==> config.mk <==
export PLATFORM = sky130hd
export DESIGN_NAME = seq_pattern_tx
export DESIGN_NICKNAME = d
export VERILOG_FILES = /design/src/rtl/seq_pkg.sv /design/src/rtl/seq_shift_reg.sv /design/src/rtl/seq_pattern_tx.sv
export SDC_FILE = /design/constraint.sdc
export NUM_CORES = 1
export LEC_CHECK = 0
export ABC_CLOCK_PERIOD_IN_PS = 2200
export CAP_MARGIN = 20
export CORE_MARGIN = 2
export CORE_UTILIZATION = 25
export DETAILED_ROUTE_END_ITERATION = 12
export GPL_ROUTABILITY_DRIVEN = 1
export PLACE_DENSITY = 0.45
export SLEW_MARGIN = 20
export SYNTH_ARGS = -nofsm -noshare
export SYNTH_HDL_FRONTEND = slang
export SYNTH_SLANG_ARGS = --single-unit
==> constraint.sdc <==
create_clock -name clk -period 2.2 [get_ports clk]
set_input_delay 0.33 -clock clk [delete_from_list [all_inputs] [get_ports clk]]
set_output_delay 0.33 -clock clk [all_outputs]
set_load 0.03 [all_outputs]
==> src/rtl/seq_pkg.sv <==
// Shared types and constants for the serial pattern transmitter.
package seq_pkg;

  typedef enum logic [1:0] {
    IDLE = 2'd0,
    SEND = 2'd1,
    GAP  = 2'd2
  } state_e;

  localparam logic [3:0] DEF_PATTERN = 4'b1011;

endpackage

==> src/rtl/seq_shift_reg.sv <==
// Frame shift register with bit counter; next_bit is the bit that follows the one currently on the line.
// Build option SEQ_TX_PARITY_EN appends an even-parity bit after the PAT_W pattern bits.
module seq_shift_reg #(
  parameter int PAT_W = 4
) (
  input  logic             clk,
  input  logic             reset,
  input  logic             load,
  input  logic             shift,
  input  logic [PAT_W-1:0] pat,
  output logic             next_bit,
  output logic             last_bit
);

`ifdef SEQ_TX_PARITY_EN
  localparam int NBITS = PAT_W + 1;
`else
  localparam int NBITS = PAT_W;
`endif
  localparam int CNT_W = $clog2(NBITS);

  logic [PAT_W-1:0] data_q;
  logic [PAT_W-1:0] data_sh;
  logic [CNT_W-1:0] cnt_q;

  assign data_sh  = data_q << 1;
  assign last_bit = (cnt_q == CNT_W'(NBITS - 1));

`ifdef SEQ_TX_PARITY_EN
  logic par_q;

  always_ff @(posedge clk) begin
    if (reset) begin
      par_q <= 1'b0;
    end else if (load) begin
      par_q <= ^pat;
    end
  end

  // After the last pattern bit the parity bit goes out instead of shifted-in zeros.
  assign next_bit = (cnt_q == CNT_W'(PAT_W - 1)) ? par_q : data_sh[PAT_W-1];
`else
  assign next_bit = data_sh[PAT_W-1];
`endif

  always_ff @(posedge clk) begin
    if (reset) begin
      data_q <= '0;
      cnt_q  <= '0;
    end else if (load) begin
      data_q <= pat;
      cnt_q  <= '0;
    end else if (shift) begin
      data_q <= data_sh;
      cnt_q  <= cnt_q + 1'b1;
    end
  end

endmodule

==> src/rtl/seq_pattern_tx.sv <==
// Serial pattern burst transmitter: repeat+1 frames, MSB first, optional idle gap between frames.
// Build option SEQ_TX_PARITY_EN (implemented in seq_shift_reg) adds a trailing even-parity bit per frame.
module seq_pattern_tx
  import seq_pkg::*;
#(
  parameter int PAT_W = 4,
  parameter int RPT_W = 4,
  parameter int GAP_W = 3
) (
  input  logic             clk,
  input  logic             reset,
  input  logic             start,
  input  logic [PAT_W-1:0] pattern,
  input  logic [RPT_W-1:0] repeat_cnt,
  input  logic [GAP_W-1:0] gap,
  output logic             dout,
  output logic             dout_vld,
  output logic             busy,
  output logic             done
);

  state_e           state_q, state_d;
  logic [PAT_W-1:0] pat_q, pat_d, load_pat;
  logic [RPT_W-1:0] frm_q, frm_d;
  logic [GAP_W-1:0] gap_q, gap_d, gcnt_q, gcnt_d;
  logic             dout_q, dout_d, vld_q, vld_d, busy_q, busy_d, done_q, done_d;
  logic             sr_load, sr_shift, next_bit, last_bit;

  seq_shift_reg #(.PAT_W(PAT_W)) u_sr (
    .clk      (clk),
    .reset    (reset),
    .load     (sr_load),
    .shift    (sr_shift),
    .pat      (load_pat),
    .next_bit (next_bit),
    .last_bit (last_bit)
  );

  // Outputs are computed one cycle ahead so dout/dout_vld come straight from flops.
  always_comb begin
    state_d  = state_q;
    pat_d    = pat_q;
    frm_d    = frm_q;
    gap_d    = gap_q;
    gcnt_d   = gcnt_q;
    dout_d   = 1'b0;
    vld_d    = 1'b0;
    done_d   = 1'b0;
    sr_load  = 1'b0;
    sr_shift = 1'b0;
    load_pat = pat_q;
    unique case (state_q)
      IDLE: begin
        if (start) begin
          state_d  = SEND;
          pat_d    = pattern;
          frm_d    = repeat_cnt;
          gap_d    = gap;
          load_pat = pattern;
          sr_load  = 1'b1;
          dout_d   = pattern[PAT_W-1];
          vld_d    = 1'b1;
        end
      end
      SEND: begin
        if (!last_bit) begin
          sr_shift = 1'b1;
          dout_d   = next_bit;
          vld_d    = 1'b1;
        end else if (frm_q != '0) begin
          frm_d = frm_q - 1'b1;
          if (gap_q == '0) begin
            sr_load = 1'b1;
            dout_d  = pat_q[PAT_W-1];
            vld_d   = 1'b1;
          end else begin
            state_d = GAP;
            gcnt_d  = gap_q;
          end
        end else begin
          state_d = IDLE;
          done_d  = 1'b1;
        end
      end
      GAP: begin
        if (gcnt_q == GAP_W'(1)) begin
          state_d = SEND;
          sr_load = 1'b1;
          dout_d  = pat_q[PAT_W-1];
          vld_d   = 1'b1;
        end else begin
          gcnt_d = gcnt_q - 1'b1;
        end
      end
      default: state_d = IDLE;
    endcase
    busy_d = (state_d != IDLE);
  end

  always_ff @(posedge clk) begin
    if (reset) begin
      state_q <= IDLE;
      pat_q   <= '0;
      frm_q   <= '0;
      gap_q   <= '0;
      gcnt_q  <= '0;
      dout_q  <= 1'b0;
      vld_q   <= 1'b0;
      busy_q  <= 1'b0;
      done_q  <= 1'b0;
    end else begin
      state_q <= state_d;
      pat_q   <= pat_d;
      frm_q   <= frm_d;
      gap_q   <= gap_d;
      gcnt_q  <= gcnt_d;
      dout_q  <= dout_d;
      vld_q   <= vld_d;
      busy_q  <= busy_d;
      done_q  <= done_d;
    end
  end

  assign dout     = dout_q;
  assign dout_vld = vld_q;
  assign busy     = busy_q;
  assign done     = done_q;

endmodule

==> Word level (Yosys, flattened, before mapping) <==
Index checks and enable logic that the tools add are counted.
{ "word_totals": {"memories": 0, "latch_bits": 0, "ff_bits": 25, "output_inout_bits": 4, "ramBits": 0, "elab_cells": 73, "romBits": 0, "input_bits": 14} }
{ "classes": {"add_sub_neg": 3, "muxes": 36, "shifts": 0, "n_mul": 0, "n_reduce_logical": 12, "div_mod_pow": 0, "n_lt_le_gt_ge": 0, "n_bitwise": 2, "eq_ne": 9} }
{ "ops": {"columns": ["op", "n"], "rows": [
  ["4-bit 2-to-1 mux", 5],
  ["3-bit 2-to-1 mux", 6],
  ["1-bit 2-to-1 mux", 14],
  ["2-bit 2-to-1 mux", 5],
  ["2-bit != test (second input constant)", 5],
  ["1-bit case mux with 3 select lines", 3],
  ["4-bit case mux with 2 select lines", 1],
  ["2-bit nonzero test", 4],
  ["2-bit case mux with 3 select lines", 1],
  ["3-bit case mux with 2 select lines", 1],
  ["5-bit AND reduction", 1],
  ["2-bit equality test (second input constant)", 2],
  ["4-bit AND reduction", 1],
  ["4-bit nonzero test", 1],
  ["4-bit by 1-bit subtractor with 4-bit output (second input constant)", 1],
  ["3-bit by 1-bit equality test with 1-bit output (second input constant)", 1],
  ["3-bit logical NOT", 1],
  ["3-bit OR reduction", 1],
  ["3-bit by 1-bit subtractor with 3-bit output (second input constant)", 1],
  ["2-bit by 1-bit adder with 2-bit output (second input constant)", 1],
  ["2-bit by 1-bit equality test with 1-bit output (second input constant)", 1],
  ["2-bit logical NOT", 1],
  ["1-bit NOT", 2],
  ["2-bit AND reduction", 1],
  ["2-bit OR reduction", 1]
]} }

==> Logic depth before layout (Yosys ltp) <==
{ "depth": {"word_depth": 6, "ltp_mapped": 6, "ltp_nobuf": 6} }

==> Modules after synthesis <==
Synthesis repeated with hierarchy kept, for this count alone.
{ "unflattened": {"hier_cells": 135, "area_unflattened_um2": 1293.7} }
{ "by_module_without_submodules": {"columns": ["mod", "area_per_inst_um2", "seq_area_each_um2", "cells_per_inst", "instances"], "rows": [
  ["seq_pattern_tx", 1072.3, 400.4, 114, 1],
  ["seq_shift_reg", 221.5, 100.1, 21, 1]
]} }

==> Worst setup path before layout <==
No wires, ideal clock.
{ "synth_timing": {"kind": "reg2reg", "startpoint": "register frm_q[0]", "endpoint": "register u_sr.data_q[1]", "t_required_ps": 2078, "path_slack_ps": 556, "stages_incl_launch_ff": 7, "n_path_buf": 0, "setup_ps": 122, "period_less_slack_ps": 1644, "arrival_ps": 1522, "cell_sequence": "dfxtp_1 > inv_1 > ha_1 > nor3b_2 > nor3_1 > or3_4 > a221o_1"} }
{ "synth_between": {"elab_chain_len": 5, "elab_cells_between_ends": 6, "cone_classes": "mux (4); reduce/logical (2)"} }
{ "synth_lines": {"columns": ["element", "line_no", "rtl"], "rows": [
  ["start: declaration", "seq_pattern_tx.sv:24", "logic [RPT_W-1:0] frm_q, frm_d;"],
  ["start signal: assignment", "seq_pattern_tx.sv:114", "frm_q <= frm_d;"],
  ["4-bit nonzero test *", "seq_pattern_tx.sv:70", "end else if (frm_q != '0) begin"],
  ["1-bit 2-to-1 mux *", "seq_pattern_tx.sv:70", null],
  ["1-bit 2-to-1 mux *", "seq_pattern_tx.sv:66", "if (!last_bit) begin"],
  ["1-bit case mux with 3 select lines *", "seq_pattern_tx.sv:52", "unique case (state_q)"],
  ["3-bit 2-to-1 mux or 2-bit nonzero test (tied branches)", null, null],
  ["end signal: assignment", "seq_shift_reg.sv:51", "data_q <= pat;"],
  ["end signal: assignment", "seq_shift_reg.sv:54", "data_q <= data_sh;"],
  ["end: declaration", "seq_shift_reg.sv:22", "logic [PAT_W-1:0] data_q;"]
]} }
Every way passes the cells marked *; elsewhere a longest branch is shown, timed or not.
A chain may end at the register's enable or synchronous reset.

==> Worst setup path in the final report <==
Ends and elaborated chain as after synthesis.

==> flow_summary.yaml <==
outcome:
  status: "finished clean"
detailed_routing:
  vias: 987
  routed_via_density: 4.53
  first_pass_iters: 5
  totalWireLength_um: 2730
  drc: 0
  initialDrtViolationCount: 31
  routedWlPerCell_um: 12.5
  detail-route-antenna-nets: 0
worst_setup_path:
  slowest_stage: "or3_4"
  critPathTopFamily: "simple AND/OR/NAND/NOR gates"
  slowest_delay_ps: 410
  setup.worst_path.start_class: "flop"
  cp_max_fo: 5
  r2r_slack_ps: 370
  critical_path_class: "flop to flop"
  cp.required_ps: 2370
  cp_cell_sequence: "inv_1 > ha_1 > nor3b_2 > nor3_1 > or3_4 > a221o_1"
  path_buf_inv: 1
  critPathLaunch: "frm_q[0]"
  cp-end-kind: "flop"
  r2r_start: "frm_q[0]"
  cp.arrival_ps: 2000
timing:
  worst_slack_ps: 373
  rsz0062_at_grt: "false"
  timing.final.crit_share_pct: 83.0
  timing.hold.ws_ps: 460
  fmax_mhz: 547
  final-setup-viol-count: 0
  fin_tns_setup_ps: 0
  finClkSkew_ps: 5.22
  final_max_slew_viol_count: 0
  slew_headroom_pct: 64.8
  hold_violations: 0
  worst_slew_pin_slew_ps: 521
  min_period_ps: 1830
hold_path:
  min_from: "gcnt_q[1]"
  hold_path.class: "flop to flop"
clock_tree:
  cts-hold-fix-buffers: 0
  cts.sinks: 25
  clk_latency_ps: 270
  cts_root_buf: "clkbuf_8"
  h-tree-depth: 1
  cts_resized: 0
  post_cts_buffers: 0
  cts.path.max_buffers: 2
  cts_tree: "built"
  clkTransAtPathRegs_ps: 90
  numCtsBuffers: 3
grt:
  gr-total-overflow: 0
  grt_pass1_vias: 925
  grt_pass1_wl_um: 4490
  antenna_found_initial: 0
  grt_start_max_net_pins: 15
  grt.total_usage_pct: 10.6
yosys:
  synth_cell_types: 42
  syn_area_um2: 1240
  yosys_warnings: 0
  synth_ff_type: "dfxtp_1"
  postSynthCellCount: 132
  postSynthAreaPerCell_um2: 9.39
  ys_seq_elements: 25
  seq_area_frac_synth_pct: 40.4
  synth_edf_count: 0
  synthesis.nets: 150
  async_reset_ff_share_pct: 0
die:
  io_pins: 18
  die_x_um: 74.4
  fp.coreArea_um2: 4750
  die_h_um: 74.4
  start_util_pct: 26.1
  die-area_um2: 5540
  rows: 25
cells_and_area:
  final_area_um2: 1540
  fillerInstances: 518
  antenna_cells: 0
  layout.nets: 170
  fin_util_pct: 32.3
  final_common_cell: "dfxtp_1"
  stdcell_count: 218
  final_cell_mix: "25 x dfxtp_1, 17 x clkdlybuf4s50_1, 16 x nor2_1"
  drive_gt1_share_pct: 11.3
  multi_input_area_um2: 682
  area_delta_synth_final_pct: 23.8
  regArea_um2: 500
placed_design:
  gp_congestion: 0.751
  hpwl_um: 2080
  dp.cells: 214
  io_buffers: 17
  postPlaceCellArea_um2: 1490
  pre_cts_ws_ps: 185
power_and_ir_drop:
  power.leakage_nw: 0.547
  power_density_nw_per_um2: 651
  finalPower_mw: 0.999
  peakVddDrop_mv: 0.203
flow_run:
  drv_cap: 0
-- registers in the layout (all words and copies together) (netlist names), 2 cells and up --
name	flops
frm_q	4
pat_q	4
gap_q	3
gcnt_q	3
u_sr.data_q	3
state_q	2
u_sr.cnt_q	2
-- final timing paths --
check	end	depth (start not counted)
hold reg to reg	gcnt_q[1]	2
hold / removal	gcnt_q[1]	2
setup / recovery	u_sr.data_q[1]	6
setup reg to reg	u_sr.data_q[1]	6
-- cell families (layout without fill, tap and decap cells) --
family / after synthesis / count (layout) / synth area share [%]
compound gates: 28 / 28 / 16.7
mux: 10 / 10 / 8.17
fa+ha+maj: 4 / 4 / 4.04
flops: 25 / 25 / 40.4
xor+xnor: 2 / 2 / 1.41
buf+inv: 12 / 31 / 4.64
simple gates: 51 / 51 / 24.7
-- layer usage --
layer  wire length (µm)  vias up  GRT usage, %
li1                   -      513             -
met1               1370      450          14.0
met2               1210       19          16.6
met3                 98        5          1.63
met4                 59        0          5.36
met5                  0        -             0
-- power breakdown --
| part | internal (mW) | switching (mW) | total, mW | leakage [nW] |
|---|---|---|---|---|
| clock network | 0.127 | 0.148 | 0.274 | 0.0255 |
| registers | 0.484 | 0.0269 | 0.511 | 0.205 |
| logic | 0.106 | 0.108 | 0.214 | 0.317 |
-- cell usage after synthesis, types with 3 or more instances --
library cell   n  area share (%)
nand2_1        5             1.5
mux2i_1        9             7.3
dfxtp_1       25              40
ha_1           4             4.0
nor2_1        16             4.8
nand3b_1       3             1.8
a21oi_1        7             2.8
nand2b_1       3             1.5
inv_1          6             1.8
nor3_1         6             2.4
o21ai_0        7             2.8
nor2b_1        3             1.5
-- cell type report --
cell class                      count  share of cell area, %
Sequential cell                    25                   32.6
Tap cell                           67                   5.46
Inverter                            6                   1.47
Multi-Input combinational cell     95                   44.4
Clock buffer                        3                   2.69
Clock inverter                      1                  0.326
Timing Repair Buffer               21                   13.0
-- worst reg2reg max path, delay by kind of cell (launching register included) --
family                   cells  cell delay, ps
adder cells (fa/ha/maj)      1             200
flip-flops                   1             350
buffers and inverters        1              60
AND/OR/NAND/NOR              3             770
AO/OA/AOI/OAI                1             350
Note: power is estimated with default switching activity, not from simulation.
